--- src/rtl/vga_linebuf_display.sv ---
// VGA engine: pixel divider, H/V sync, double-buffered palette-index line buffer, 16x12b palette.
// Outputs settle one clk after pix_en; cmd_ready stays low while a completed line awaits its swap.
module vga_linebuf_display #(
  parameter int   TICK_DIV  = 3,
  parameter int   H_VIS     = 800,
  parameter int   H_FP      = 40,
  parameter int   H_SYNC    = 128,
  parameter int   H_BP      = 88,
  parameter int   V_VIS     = 600,
  parameter int   V_FP      = 1,
  parameter int   V_SYNC    = 4,
  parameter int   V_BP      = 23,
  parameter logic HSYNC_POL = 1'b1,
  parameter logic VSYNC_POL = 1'b1,
  parameter int   BPP       = 1
) (
  input  logic       clk,
  input  logic       rst,
  input  logic [7:0] cmd_data,
  input  logic       cmd_valid,
  output logic       cmd_ready,
  output logic       hsync,
  output logic       vsync,
  output logic [3:0] red,
  output logic [3:0] green,
  output logic [3:0] blue,
  output logic       line_swap
);

  localparam int LINE_BYTES = H_VIS * BPP / 8;
  localparam int H_TOT = H_VIS + H_FP + H_SYNC + H_BP;
  localparam int V_TOT = V_VIS + V_FP + V_SYNC + V_BP;
  localparam int HW    = $clog2(H_TOT + 1);
  localparam int VW    = $clog2(V_TOT + 1);
  localparam int TW    = (TICK_DIV > 1) ? $clog2(TICK_DIV) : 1;
  localparam int AW    = (LINE_BYTES > 1) ? $clog2(LINE_BYTES) : 1;
  localparam int BSH   = $clog2(BPP);

  localparam logic [TW-1:0] T_LAST   = TW'(TICK_DIV - 1);
  localparam logic [HW-1:0] H_LAST   = HW'(H_TOT - 1);
  localparam logic [HW-1:0] H_VIS_C  = HW'(H_VIS);
  localparam logic [HW-1:0] HS_START = HW'(H_VIS + H_FP);
  localparam logic [HW-1:0] HS_END   = HW'(H_VIS + H_FP + H_SYNC);
  localparam logic [VW-1:0] V_LAST   = VW'(V_TOT - 1);
  localparam logic [VW-1:0] V_VIS_C  = VW'(V_VIS);
  localparam logic [VW-1:0] VS_START = VW'(V_VIS + V_FP);
  localparam logic [VW-1:0] VS_END   = VW'(V_VIS + V_FP + V_SYNC);
  localparam logic [AW-1:0] W_LAST   = AW'(LINE_BYTES - 1);

  localparam logic [1:0] S_IDLE   = 2'd0;
  localparam logic [1:0] S_PAL_HI = 2'd1;
  localparam logic [1:0] S_PAL_LO = 2'd2;
  localparam logic [1:0] S_LINE   = 2'd3;

  logic [TW-1:0] tick;
  logic [HW-1:0] hcount;
  logic [VW-1:0] vcount;
  logic          pix_en;
  logic          vis, hs_act, vs_act;
  logic [HW+2:0] bit_pos;
  logic [AW-1:0] rd_addr;

  logic [1:0]    state;
  logic [AW-1:0] wr_ptr;
  logic [3:0]    pal_sel;
  logic [3:0]    pal_r;
  logic          pending, front_valid, bank_sel;
  logic          accept, wr_en;
  logic [11:0]   palette [16];
  logic [7:0]    linebuf [2][LINE_BYTES];

  logic [7:0]    ram_q;
  logic          p1, s1_vis, s1_hs, s1_vs, s1_fv;
  logic [2:0]    s1_off;
  logic [7:0]    shifted;
  logic [3:0]    pix_idx;

  assign pix_en    = (tick == '0);
  assign vis       = (hcount < H_VIS_C) && (vcount < V_VIS_C);
  assign hs_act    = (hcount >= HS_START) && (hcount < HS_END);
  assign vs_act    = (vcount >= VS_START) && (vcount < VS_END);
  assign bit_pos   = {3'b000, hcount} << BSH;
  assign rd_addr   = vis ? AW'(bit_pos[HW+2:3]) : '0;
  assign cmd_ready = !rst && !pending;
  assign accept    = cmd_valid && cmd_ready;
  assign wr_en     = accept && (state == S_LINE);

  always_ff @(posedge clk) begin
    if (rst) begin
      tick   <= '0;
      hcount <= '0;
      vcount <= '0;
    end else begin
      tick <= (tick == T_LAST) ? '0 : tick + 1'b1;
      if (pix_en) begin
        if (hcount == H_LAST) begin
          hcount <= '0;
          vcount <= (vcount == V_LAST) ? '0 : vcount + 1'b1;
        end else begin
          hcount <= hcount + 1'b1;
        end
      end
    end
  end

  // Writes always target the back bank; reads the front bank one pixel ahead of the outputs.
  always_ff @(posedge clk) begin
    if (wr_en) linebuf[~bank_sel][wr_ptr] <= cmd_data;
    if (pix_en) ram_q <= linebuf[bank_sel][rd_addr];
  end

  always_ff @(posedge clk) begin
    if (rst) begin
      state       <= S_IDLE;
      wr_ptr      <= '0;
      pal_sel     <= '0;
      pal_r       <= '0;
      pending     <= 1'b0;
      front_valid <= 1'b0;
      bank_sel    <= 1'b0;
      line_swap   <= 1'b0;
      for (int i = 0; i < 16; i++) palette[i] <= '0;
      palette[0]  <= 12'h208;
      palette[1]  <= 12'hFF0;
    end else begin
      line_swap <= 1'b0;
      if (accept) begin
        case (state)
          S_IDLE: begin
            if (cmd_data[7:4] == 4'h1) begin
              pal_sel <= cmd_data[3:0];
              state   <= S_PAL_HI;
            end else if (cmd_data == 8'h20) begin
              wr_ptr <= '0;
              state  <= S_LINE;
            end
          end
          S_PAL_HI: begin
            pal_r <= cmd_data[3:0];
            state <= S_PAL_LO;
          end
          S_PAL_LO: begin
            palette[pal_sel] <= {pal_r, cmd_data};
            state            <= S_IDLE;
          end
          default: begin
            wr_ptr <= wr_ptr + 1'b1;
            if (wr_ptr == W_LAST) begin
              pending <= 1'b1;
              state   <= S_IDLE;
            end
          end
        endcase
      end
      // pending blocks accept, so a swap never coincides with a line write
      if (pix_en && (hcount == HS_START) && pending) begin
        bank_sel    <= ~bank_sel;
        pending     <= 1'b0;
        front_valid <= 1'b1;
        line_swap   <= 1'b1;
      end
    end
  end

  assign shifted = ram_q << s1_off;

  always_comb begin
    pix_idx = '0;
    pix_idx[BPP-1:0] = shifted[7 -: BPP];
  end

  always_ff @(posedge clk) begin
    if (rst) begin
      p1     <= 1'b0;
      s1_vis <= 1'b0;
      s1_hs  <= 1'b0;
      s1_vs  <= 1'b0;
      s1_fv  <= 1'b0;
      s1_off <= '0;
      hsync  <= !HSYNC_POL;
      vsync  <= !VSYNC_POL;
      red    <= '0;
      green  <= '0;
      blue   <= '0;
    end else begin
      p1 <= pix_en;
      if (pix_en) begin
        s1_vis <= vis;
        s1_hs  <= hs_act;
        s1_vs  <= vs_act;
        s1_fv  <= front_valid;
        s1_off <= bit_pos[2:0];
      end
      if (p1) begin
        hsync <= s1_hs ? HSYNC_POL : !HSYNC_POL;
        vsync <= s1_vs ? VSYNC_POL : !VSYNC_POL;
        {red, green, blue} <= s1_vis ? (s1_fv ? palette[pix_idx] : palette[0]) : 12'h000;
      end
    end
  end

endmodule
--- config.mk ---
export PLATFORM = sky130hd
export DESIGN_NAME = vga_linebuf_display
export DESIGN_NICKNAME = d
export VERILOG_FILES = /design/src/rtl/vga_linebuf_display.sv
export SDC_FILE = /design/constraint.sdc
export NUM_CORES = 2
export LEC_CHECK = 0
export CAP_MARGIN = 20
export CORE_AREA = 2 2 440 442
export CTS_BUF_LIST = sky130_fd_sc_hd__clkbuf_8
export DETAILED_ROUTE_END_ITERATION = 8
export DIE_AREA = 0 0 442 444
export PLACE_DENSITY = 0.55
export SLEW_MARGIN = 20
export SYNTH_ARGS = -nofsm -noshare
export SYNTH_HDL_FRONTEND = slang
export SYNTH_SLANG_ARGS = --single-unit
--- constraint.sdc ---
create_clock -name clk -period 3.17 [get_ports clk]
set_input_delay 0.7925 -clock clk [delete_from_list [all_inputs] [get_ports clk]]
set_output_delay 0.7925 -clock clk [all_outputs]
set_load 0.02 [all_outputs]
Word-level counts from Yosys, hierarchy flattened
Memory sizes are Yosys's and may differ from the RTL's. A register that Yosys moved wholly into a read port is not among the register bits.
Cells that the tools add are included.
- output and inout port bits: 16
- logic and storage cells: 119
- bits in writable memories: 1792
- memories: 2
- input port bits: 11
- register bits: 74
- memories (name ; words ; width ; read ports ; clocked after memory_dff ; write ports ; line ; RTL):
    linebuf ; 2 ; 800 ; 1 ; 1 ; 1 ; 70 ; logic [7:0] linebuf [2][LINE_BYTES];
    palette ; 16 ; 12 ; 2 ; 0 ; 16 ; 69 ; logic [11:0] palette [16];
- shifts and indexed selects: 1
- eq/ne operators: 13
- add/subtract/negate cells: 4
- magnitude comparators: 9
- muxes and demuxes: 35
- bitwise logic cells: 7
- reduce and logical (&&, ||, !) cells: 25
- operators with widths (operator ; number):
    $mux W800 ; 1
    $mux W12 ; 5
    $bmux W8 S7 ; 1
    $demux W8 S7 ; 1
    $mux W8 ; 3
    $lt A11 B10 Y1 const B ; 2
    $mux W7 ; 3
    $lt A10 B10 Y1 const B ; 2
    $ge A8 B8 Y1 const B ; 2
    $not A7 Y8 ; 2
    $pmux W7 S2 ; 1
    $mux W1 ; 13
    $reduce_or A12 Y1 ; 1
    $add A11 B1 Y11 const B ; 1
    $eq A11 B10 Y1 const B ; 1
    $eq A11 B11 Y1 const B ; 1
    $ge A11 B10 Y1 const B ; 1
    $mux W11 ; 1
    $add A10 B1 Y10 const B ; 1
    $eq A10 B10 Y1 const B ; 1
    $ge A10 B10 Y1 const B ; 1
    $mux W10 ; 1
    $logic_and A1 B1 Y1 ; 9
    $reduce_and A3 Y1 ; 3
    other kinds (23) ; 36

Logic depth before layout (Yosys ltp)
- depth in word-level cells: 8
- depth in mapped cells: 15
- mapped depth without buffers: 10

Least setup slack after synthesis
OpenSTA, ideal clock, no wires.
- path kind: input -> register
- from: input port rst
- to: memory linebuf[1][100] (netlist name) (enable)
- arrival time: 2.610 ns
- setup time: 0.370 ns
- path slack: 0.190 ns
- required time: 2.800 ns
- buffers on the path: 2
- stages on the path: 8
- path through: clkbuf_1 > nor2_1 > and2_1 > nand2_1 > nor3_1 > nand3_1 > clkbuf_1 > nor2_1
- longest elaborated chain between the ends: 6
- ends and longest elaborated chain (element ; line ; RTL):
    start: declaration ; 18 ; input logic rst,
    $logic_not A1 Y1 ; 84 ; assign cmd_ready = !rst && !pending;
    $logic_and A1 B1 Y1 ; 84 ;
    net cmd_ready ; 21 ; output logic cmd_ready,
    $logic_and A1 B1 Y1 ; 85 ; assign accept = cmd_valid && cmd_ready;
    $logic_and A1 B1 Y1 ; 86 ; assign wr_en = accept && (state == S_LINE);
    $mux W1 ; 108 ; if (wr_en) linebuf[~bank_sel][wr_ptr] <= cmd_data;
    $mux W800 (not written as such) ; 108 ;
    end: declaration ; 70 ;
The timed path passes the listed nets, and every way through them passes these cells.

Worst setup path after layout
- from: register hcount[7]
- to: register ram_q[0], data pin
- longest elaborated chain between the ends: 7
- ends and longest elaborated chain (element ; line ; RTL):
    start: declaration ; 56 ; logic [HW-1:0] hcount;
    start signal: assignment ; 100 ; hcount <= hcount + 1'b1;
    $lt A11 B10 Y1 ; 79 ; assign vis = (hcount < H_VIS_C) && (vcount < V_VIS_C);
    $logic_and A1 B1 Y1 ; 79 ;
    $mux W7 (*) ; 83 ; assign rd_addr = vis ? AW'(bit_pos[HW+2:3]) : '0;
    $not A7 Y8 (not written as such) (*) ; 109 ; if (pix_en) ram_q <= linebuf[bank_sel][rd_addr];
    $bmux W8 S7 (*) ; 109 ;
    $mux W8 (not written as such) (*) (2 in series) ; 109 ;
    end signal: assignment ; 109 ;
    end: declaration ; 72 ; logic [7:0] ram_q;
Mark *: on every way between the ends. The rest lies on a longest branch, timed or not. The select of a mux whose other input is x is not followed.
A chain may end at the register's enable or synchronous reset.

==> reports/results.md <==
- **required time worst endpoint** 3.90 ns
- **maximum root-to-sink buffer count** 4
- **die footprint** 0.196 mm2
- **largest area contributor in the netlist** sky130_fd_sc_hd__edfxtp_1
- **mean area per synthesized cell** 17.8 um2
- **Hold/Removal Path Class** input port to flip-flop
- **wire per inst** 28.0 um
- **hold-critical path endpoint** linebuf[0][85]$_DFFE_PP_
- **max_slew headroom** 23.2%
- **violations in the final reports** setup timing
- **number of nets at the end of the flow** 4541
- **number of warnings reported in the yosys synthesis log** 0
- **fraction of power consumed by the clock network** 40.9%
- **fraction of synthesized cell area in xor and xnor cells** 0.263%
- **main combinational cell family by area after synthesis** multiplexers
- **most frequent cell after synthesis** sky130_fd_sc_hd__edfxtp_1
- **RSZ-0062 raised after global routing** true
- **total wire length** 202 mm
- **number of top-level design ports** 27
- **number of design-rule violations left by the first detailed-router iteration** 4892
- **Worst path max stage delay** 0.34 ns
- **number of antenna-violating nets in the routed design** 0
- **mapped cell area** 0.0665 mm2
- **logic depth of the worst register-to-register path** 13
- **Int Pwr** 33.7 mW
- **number of cells produced by synthesis** 3744
- **actual transition at the worst max-transition pin** 1.14 ns
- **Area Growth Syn to Fin** 21.8%
- **worst-path cell with the longest stage delay** sky130_fd_sc_hd__dfxtp_2
- **logic depth of the worst path, buffers included** 13
- **result of the run** finished with violations
- **total grt overflow** 0
- **launching point of the worst reg2reg path** hcount[7]$_SDFFE_PP0P_
- **shortest period the worst path allows** 3.24 ns
- **via total after detailed routing** 39070
- **area of the core region** 0.192 mm2
- **Clock Sink Count** 1699
- **Post-synth EDFFs** 1632
- **endpoint of the most critical register-to-register path** ram_q[0]$_DFFE_PP_
- **share of flip-flops with an asynchronous set or reset after synthesis** 0%
- **Row Count** 161
- **number of failing hold endpoints at the final stage** 0
- **number of fillers in the final layout** 16906
- **final hold slack** 0.395 ns
- **ordered cell list for the critical path** o311ai_4, o2111a_2, and2_4, buf_12, buf_16, buf_16, buf_4, mux4_2, mux2i_1, o22ai_1, o211ai_1, buf_4, a32oi_1
- **fraction of synthesized cell area taken by the top area cell type** 73.7%
- **die height** 444 um
- **Max Fclk** 309 MHz
- **list of most frequent post-synthesis cells** sky130_fd_sc_hd__edfxtp_1, sky130_fd_sc_hd__nand2_1, sky130_fd_sc_hd__nor2_1
- **setup TNS** -0.309 ns
- **largest net degree at the start of global routing** 158
- **Psw** 9.22 mW
- **synth top area cells** sky130_fd_sc_hd__edfxtp_1, sky130_fd_sc_hd__mux4_2, sky130_fd_sc_hd__nand2_1
- **part of the power in registers** 57.5%
- **critical path endpoint category** flip-flop
- **Switching Fraction** 21.5%
- **Comb power frac** 1.7%
- **proportion of synthesized chip area in sequential cells** 75.7%
- **Worst Path Max Fanout** 15
- **final worst clock skew** 0.0724 ns
- **Max-Cap Viols** 0
- **GRT Util Overall** 20.1%
- **Synth Area in Compound Gates** 4.47%
- **post-route setup slack** -0.0698 ns
- **number of buffers inserted for hold repair after clock tree synthesis** 0
- **top flip-flop cell by instance count after synthesis** sky130_fd_sc_hd__edfxtp_1
- **distinct cell type count of the synthesized netlist** 66
- **part of the cycle the worst path needs** 102%
- **multiplexer area fraction after synthesis** 11.9%
- **number of nets in the synthesized netlist** 3767
- **Critical Path AT** 3.97 ns
- **Top delay family on crit path** compound AO/OA/AOI/OAI gates
- **number of max-slew violations in the final report** 0
- **hold path cells** 2
- **setup slack of the worst register-to-register path** -0.07 ns
- **total half-perimeter wirelength after legalization and detailed placement** 128 mm
- **adder and majority cell fraction of the synthesized area** 0.226%
- **mean number of vias per cell** 5.40
- **number of antenna violations at the first check in global routing** 7
- **starting density of the core** 34.7%
- **GP Congestion** 0.928
- **total of flip-flops plus latches after synthesis** 1699
- **deepest level of the CTS H-tree** 5
- **layout cell share with drive strength beyond 1** 31.5%
- **clock latency on the worst-skew pair** 1.00 ns
- **power per cell area** 530 mW/mm2
- **simple logic cell fraction of the synthesized area** 5.80%
- **worst setup path category** flip-flop to flip-flop
- **cts bufs inserted** 294
- **first-pass GRT wire length** 285 mm
- **number of failing setup endpoints in the final timing report** 6
- **combined buffer and inverter count along the critical path** 5
- **port buffer count** 26
- **clock transition at the registers of the reported paths** 0.06 ns
- **Min-Delay Startpoint** cmd_data[5]
- **1st-pass router iterations** 5
- **CTS tree** yes
- **Die X-Extent** 442 um
- **number of global-route vias before repair** 38549
- **type of element launching the critical path** flip-flop
- **Leak** 27.0 nW
- **Post-route DRC** 0
- **cell at the root of the clock tree** sky130_fd_sc_hd__clkbuf_8
- **Worst VDD drop** 0.000309 V
sequential cells by signal (all words and copies together) (netlist names), 4 cells and up, named ones only:
signal   count
linebuf   1600
palette     24
hcount      11
vcount      10
ram_q        8
wr_ptr       7
blue         4
green        4
pal_r        4
pal_sel      4
red          4
worst max path at each step:
stage | from | slack (ns) | end
2_1_floorplan | rst | 0.19 | linebuf[1][100]$_DFFE_PP_
3_3_place_gp | vcount[7]$_SDFFE_PP0P_ | -0.52 | ram_q[2]$_DFFE_PP_
3_5_place_dp | hcount[5]$_SDFFE_PP0P_ | -0.55 | ram_q[2]$_DFFE_PP_
4_1_cts | hcount[5]$_SDFFE_PP0P_ | -0.06 | ram_q[5]$_DFFE_PP_
5_1_grt | hcount[7]$_SDFFE_PP0P_ | -0.15 | ram_q[3]$_DFFE_PP_
6_report | hcount[7]$_SDFFE_PP0P_ | -0.07 | ram_q[0]$_DFFE_PP_
routing by layer:
metal | up-vias | share of wire [%] | track usage, % | routed length (um)
li1 | 16481 | - | - | -
met1 | 20449 | 42 | 28.0 | 84400
met2 | 1777 | 47 | 31.6 | 94600
met3 | 361 | 7.9 | 3.74 | 16100
met4 | 2 | 3.5 | 7.53 | 7060
met5 | - | 0.0064 | 0 | 13
timing repair:
item / 4_1_cts / 5_1_grt
setup endpoints to repair: 9 / 8
gates resized for setup: 111 / 115
gates cloned: 3 / 6
pin swaps: 22 / 38
setup buffers: 16 / 26
cells by family (layout without fill, tap and decap cells):
family / Yosys count / in the layout
compound gates: 440 / 440
flops: 1699 / 1699
simple gates: 918 / 918
mux: 413 / 413
fa+ha+maj: 12 / 12
other cells: 0 / 1
xor+xnor: 20 / 20
buf+inv: 242 / 1203
final cells by class:
| cell class | count | area (um2) | area share, % |
|---|---|---|---|
| clock buffers | 304 | 4180 | 5.16 |
| multi-input cells | 1803 | 15900 | 19.6 |
| flip-flops and latches | 1699 | 50400 | 62.1 |
| inverters | 18 | 67.6 | 0.0833 |
| clock inverters | 179 | 756 | 0.932 |
| repair buffers | 702 | 6670 | 8.23 |
| diodes | 1 | 2.50 | 0.00309 |
| well taps | 2526 | 3160 | 3.90 |
placed cells by master, fill, tap and decap left out, types with 19 or more instances in the layout:
master	netlist	final
sky130_fd_sc_hd__edfxtp_1	1632	1632
sky130_fd_sc_hd__buf_4	31	570
sky130_fd_sc_hd__nand2_1	388	378
sky130_fd_sc_hd__nor2_1	328	322
sky130_fd_sc_hd__clkbuf_8	0	304
sky130_fd_sc_hd__mux4_2	297	297
sky130_fd_sc_hd__inv_1	17	113
sky130_fd_sc_hd__a21oi_1	133	107
sky130_fd_sc_hd__mux2i_1	86	76
sky130_fd_sc_hd__buf_12	0	71
sky130_fd_sc_hd__dfxtp_1	67	63
sky130_fd_sc_hd__nand3_1	64	60
sky130_fd_sc_hd__clkinv_1	1	60
sky130_fd_sc_hd__o21ai_0	66	51
sky130_fd_sc_hd__a221oi_1	49	43
sky130_fd_sc_hd__mux2_2	30	29
sky130_fd_sc_hd__a21oi_2	0	25
sky130_fd_sc_hd__nand4_1	24	24
sky130_fd_sc_hd__a221o_1	23	23
sky130_fd_sc_hd__a22oi_1	28	22
sky130_fd_sc_hd__a211oi_1	25	19
sky130_fd_sc_hd__clkinv_2	0	19
power by group through the flow:
stage / clock, mW / combinational, mW / sequential, mW
2_1_floorplan: 0 / 0.166 / 25.1
3_3_place_gp: 0 / 0.696 / 25.2
3_5_place_dp: 0 / 0.720 / 25.2
4_1_cts: 17.9 / 0.722 / 24.7
5_1_grt: 18.9 / 0.773 / 24.7
6_report: 17.6 / 0.711 / 24.7
per-stage QoR:
stage	power, mW	setup WS, ns	cells	area [um2]	utilization, %
floorplan	25.3	0.190	3744	66500	-
global route	44.4	-0.153	7232	81100	42.3
CTS	43.3	-0.0580	7203	80200	41.9
finish	43.0	-0.0698	7232	81100	42.3
detailed placement	25.9	-0.550	6703	74500	38.9
global placement	25.8	-0.522	6703	74500	38.9
No activity file was read; power rests on OpenSTA's default activity.
